<file path="config.mk">
export PLATFORM = sky130hd
export DESIGN_NAME = spi_cfg_sequencer
export DESIGN_NICKNAME = d
export VERILOG_FILES = /design/src/rtl/spi_cfg_pkg.sv /design/src/rtl/spi_cfg_sequencer.sv
export SDC_FILE = /design/constraint.sdc
export NUM_CORES = 1
export LEC_CHECK = 0
export BUFFER_PORTS_ARGS = -buffer_cell sky130_fd_sc_hd__clkbuf_2
export CORE_MARGIN = 1
export CORE_UTILIZATION = 50
export DETAILED_ROUTE_END_ITERATION = 10
export GPL_TIMING_DRIVEN = 0
export MAX_ROUTING_LAYER = met4
export PLACE_DENSITY_LB_ADDON = 0.08
export SLEW_MARGIN = 10
export SYNTH_ARGS = -nofsm -noshare
export SYNTH_HDL_FRONTEND = slang
export SYNTH_SLANG_ARGS = --single-unit
</file>
<file path="constraint.sdc">
create_clock -name clk -period 4.2 [get_ports clk]
set_clock_uncertainty 0.05 [all_clocks]
set_input_delay 0.42 -clock clk [delete_from_list [all_inputs] [get_ports clk]]
set_output_delay 0.42 -clock clk [all_outputs]
set_load 0.005 [all_outputs]
</file>
<file path="src/rtl/spi_cfg_pkg.sv">
// spi_cfg_pkg: shared state encoding, ROM word layout and defaults for the SPI config sequencer
package spi_cfg_pkg;
  localparam int RST_HOLD_CYCLES_DEF = 2000;
  localparam int RST_WAIT_CYCLES_DEF = 200;
  localparam int NUM_CMDS_DEF = 368;
  localparam int ROM_AW = 9;
  localparam int WORD_W = 24;
  localparam int ADDR_MSB = 23;
  localparam int ADDR_LSB = 8;
  localparam int DATA_MSB = 7;
  typedef enum logic [2:0] {
    ST_IDLE, ST_RST_HOLD, ST_RST_WAIT, ST_FETCH, ST_LOAD, ST_SEND, ST_WAIT_DONE, ST_DONE
  } seq_state_t;
  function automatic logic [WORD_W-1:0] pack_word(input logic [WORD_W-1:0] w);
    return {w[ADDR_MSB:ADDR_LSB], w[DATA_MSB:0]};
  endfunction
endpackage

</file>
<file path="src/rtl/spi_cfg_sequencer.sv">
// spi_cfg_sequencer: resets the RF chip, then streams command ROM words to an SPI shifter
module spi_cfg_sequencer
  import spi_cfg_pkg::*;
#(
  parameter int RST_HOLD_CYCLES = RST_HOLD_CYCLES_DEF,
  parameter int RST_WAIT_CYCLES = RST_WAIT_CYCLES_DEF,
  parameter int NUM_CMDS        = NUM_CMDS_DEF
) (
  input  logic              clk,
  input  logic              reset,
  input  logic              start,
  input  logic              abort,
  output logic              rf_xreset_n,
  output logic [ROM_AW-1:0] rom_addr,
  input  logic [WORD_W-1:0] rom_data,
  output logic              spi_req,
  output logic [WORD_W-1:0] spi_word,
  input  logic              spi_ready,
  input  logic              spi_done,
  output logic              busy,
  output logic              done,
  output logic [ROM_AW-1:0] cmd_count
);
  localparam int MAXC = RST_HOLD_CYCLES > RST_WAIT_CYCLES ? RST_HOLD_CYCLES : RST_WAIT_CYCLES;
  localparam int CW = MAXC > 1 ? $clog2(MAXC) : 1;
  seq_state_t state, state_nxt;
  logic [CW-1:0] cnt, cnt_nxt;
  logic [ROM_AW-1:0] cmd_nxt;
  logic [WORD_W-1:0] word_nxt;
  logic last_cmd;
  always_ff @(posedge clk or posedge reset) begin
    if (reset) begin
      state     <= ST_IDLE;
      cnt       <= '0;
      cmd_count <= '0;
      spi_word  <= '0;
    end else begin
      state     <= state_nxt;
      cnt       <= cnt_nxt;
      cmd_count <= cmd_nxt;
      spi_word  <= word_nxt;
    end
  end
  assign last_cmd = (cmd_count + 1'b1) == ROM_AW'(NUM_CMDS);
  always_comb begin
    state_nxt = state;
    cnt_nxt   = cnt;
    cmd_nxt   = cmd_count;
    word_nxt  = spi_word;
    if (abort) state_nxt = ST_IDLE;
    else begin
      case (state)
        ST_IDLE, ST_DONE: if (start) begin
          state_nxt = ST_RST_HOLD;
          cnt_nxt   = CW'(RST_HOLD_CYCLES - 1);
          cmd_nxt   = '0;
        end
        ST_RST_HOLD: if (cnt == '0) begin
          state_nxt = ST_RST_WAIT;
          cnt_nxt   = CW'(RST_WAIT_CYCLES - 1);
        end else cnt_nxt = cnt - 1'b1;
        ST_RST_WAIT: if (cnt == '0) state_nxt = ST_FETCH;
                     else cnt_nxt = cnt - 1'b1;
        ST_FETCH: state_nxt = ST_LOAD;
        ST_LOAD: begin
          word_nxt  = pack_word(rom_data);
          state_nxt = ST_SEND;
        end
        ST_SEND: if (spi_ready) state_nxt = ST_WAIT_DONE;
        ST_WAIT_DONE: if (spi_done) begin
          cmd_nxt   = cmd_count + 1'b1;
          state_nxt = last_cmd ? ST_DONE : ST_FETCH;
        end
        default: state_nxt = ST_IDLE;
      endcase
    end
  end
  // abort masks the request combinationally so the shifter never takes a word from a dying run
  assign spi_req     = (state == ST_SEND) && !abort;
  assign rf_xreset_n = state != ST_RST_HOLD;
  assign busy        = !(state == ST_IDLE || state == ST_DONE);
  assign done        = state == ST_DONE;
  assign rom_addr    = cmd_count;
endmodule

</file>
==> reports/metrics.yaml <==
status:
  outcome: "finished clean"
finish:
  final_cells: 387
  syn_to_final_growth_pct: 23.0
  num_antenna_cells: 0
  final_core_util_pct: 64.1
  nets: 352
  layout-drive-gt1-share_pct: 39.4
global_routing:
  antenna_found_initial: 0
  grt_overflow: 0
  grt_usage_pct: 22.7
  busiest_layer: "met2"
  grt_start_max_net_pins: 29
  grt_pass1_vias: 1914
  grt_first_pass_wirelength_um: 8790
  use_met3_pct: 4.44
  met2_usage_pct: 38.0
  met1_usage_pct: 26.8
timing:
  rsz0062_at_grt: "false"
  setup_violations: 0
  min_period_ps: 2620
  fmax_mhz: 382
  slew_violations: 0
  holdWs_ps: 45.6
  post-route-period-util_pct: 62.3
  fin_setup_tns_ps: 0
  worst_slew_pin_slew_ps: 813
  finalHoldViolCount: 0
  maxSlewHeadroom_pct: 45.4
power_and_ir_drop:
  p_clk_share_pct: 17.9
  p_leak_nw: 1.45
  total_power_mw: 1.55
  p_sw_share_pct: 34.8
  power_frac_seq_pct: 44.2
  switching_power_mw: 0.541
  p_int_mw: 1.01
  ir_drop_mv: 0.330
  p_comb_share_pct: 37.9
  power.density_nw_per_um2: 513
logic_synthesis:
  ys_warn_count: 0
  synthesis.area_um2: 2460
  synth_cell_types: 47
  avgSynthCellArea_um2: 10.4
  ys.flop_type: "dfrtp_1"
  synth_edf_count: 0
  synth_top_area_share_pct: 47.8
  synth_cells: 237
  async_reset_ff_share_pct: 100
  seq_area_frac_synth_pct: 47.8
  synth-seq-cells: 47
  synth_area_leaders: "dfrtp_1 48%, mux2_2 11%, buf_4 2.7%"
  synth_nets: 270
  yosysTopAreaCell: "dfrtp_1"
run:
  max_cap_violations: 0
floorplanning:
  die-area_um2: 5210
  ioPinCount: 76
  start_util_pct: 52.1
  num_rows: 25
  die_y_um: 72.2
  die_width_um: 72.2
  core_area_um2: 4720
routing:
  avgViaCountPerCell: 5.35
  drtIter0Drc: 106
  dr.pass1.iters: 4
  drc_errors: 0
  vias: 2072
  wl_per_cell_um: 13.5
  final_antenna_net_count: 0
  wl_um: 5220
cts:
  postCtsSetupBuffers: 0
  cts_tree: "built"
  cts.sinks: 47
  cts_max_level: 2
  clockBufferDepth: 2
  numCtsBuffers: 5
  worstSkewPairLatency_ps: 300
  postCtsHoldBufs: 0
  cts_root_buf: "clkbuf_8"
  ctsResizeCount: 0
  path_clk_slew_ps: 90
worst_setup_path:
  cp_cell_sequence: "inv_1, ha_1, or3b_2, clkbuf_1, or4_4, a211oi_1, nand3b_1, o31ai_1"
  worstPathBufferInverterCount: 2
  critPathArrivalTime_ps: 2780
  crit_fanout: 7
  cp.required_ps: 4360
  endpoint_kind: "flop"
  r2r_slack_ps: 1580
  crit_family: "simple AND/OR/NAND/NOR gates"
  critPathKind: "flop to flop"
  slowest_delay_ps: 490
  slowest_stage: "or4_4"
  critPathLaunchType: "flop"
placement:
  dpl.hpwl_um: 3880
  gp_congestion: 0.859
  dpl.cell_count: 379
  io_buffers: 74
min_path:
  worst_hold_path_type: "input port to async pin"
## worst paths after layout
kind,from,endpoint,cells past startpoint
max in group asynchronous,reset,cnt[9]$_DFFE_PP0P_,3
worst max register to register,cnt[0]$_DFFE_PP0P_,state[2]$_DFFE_PP0P_,8
min in group clk,rom_data[21],spi_word[21]$_DFFE_PP0P_,2
worst min-delay path,reset,spi_word[7]$_DFFE_PP0P_,2
worst max-delay path,cnt[0]$_DFFE_PP0P_,state[2]$_DFFE_PP0P_,8
worst min register to register,spi_word[15]$_DFFE_PP0P_,spi_word[15]$_DFFE_PP0P_,1
## sequential cells by signal, summed over array words and instances (netlist names)
register and cells:
cnt 11, spi_word 24, state 3, cmd_count 9
## worst reg2reg max path: stages, from the launching register on
cell and delay, ps:
dfrtp_1 430, inv_1 70, ha_1 210, or3b_2 450, clkbuf_1 190, or4_4 490
a211oi_1 320, nand3b_1 120, o31ai_1 200
## power by group through the flow
stage	sequential [mW]	combinational [mW]	clock (mW)
after floorplan	0.696	0.360	0
after global placement	0.688	0.580	0
after detailed placement	0.698	0.593	0
after CTS	0.688	0.595	0.290
after global routing	0.712	0.653	0.306
final	0.687	0.588	0.279
## layout make-up
type,instances,area [um2]
Sequential cell,47,1180
Fill cell,419,1700
Tap cell,67,83.8
Clock buffer,5,68.8
Timing Repair Buffer,75,390
Clock inverter,3,22.5
Inverter,6,22.5
Multi-Input combinational cell,166,1160
Buffer,18,103
## metrics by stage
step           setup WS [ps]  cell area (um2)
4_1_cts                 1590             3030
3_3_place_gp            1610             2920
2_1_floorplan           1840             2460
6_report                1580             3030
3_5_place_dp            1560             2940
5_1_grt                 1450             3030
## cell usage in the layout, fill, tap and decap left out, types with 2 or more instances in the layout
master,count
a211oi_1,3
a21o_1,5
a21oi_1,8
and2_1,2
and3_1,5
buf_4,9
clkbuf_1,8
clkbuf_2,74
clkbuf_8,5
dfrtp_1,47
ha_1,3
inv_1,4
inv_2,2
inv_6,2
mux2_2,24
mux2i_1,2
nand2_1,16
nand2b_1,7
nand3_1,7
nand3b_1,2
nor2_1,18
nor3_1,9
nor3b_1,2
o21ai_0,9
o21ai_1,6
o31ai_1,7
o41ai_1,3
or2_2,2
or4_1,4
xor2_1,3
## synthesized netlist by cell type (all sizes together), types with 6 or more instances
master,n
a21oi,8
buf,10
clkbuf,8
dfrtp,47
inv,6
mux2,25
nand2,16
nand2b,7
nand3,7
nor2,18
nor3,9
o21ai,15
o31ai,7
## cell families after synthesis
logic type,share of synthesized area [%]
compound gates,13.5
xor+xnor,1.42
flops,47.8
buf+inv,5.08
simple gates,18.4
fa+ha+maj,1.52
mux,12.2
## layer usage
| metal | part of all wire [%] | wire length (um) | vias to the layer above |
|---|---|---|---|
| met5 | 0 | 0 | - |
| met4 | 1.9 | 97 | 0 |
| met3 | 3.5 | 184 | 10 |
| met2 | 52 | 2730 | 52 |
| met1 | 42 | 2210 | 1002 |
| li1 | - | - | 1008 |
(Power assumes the default switching activity.)
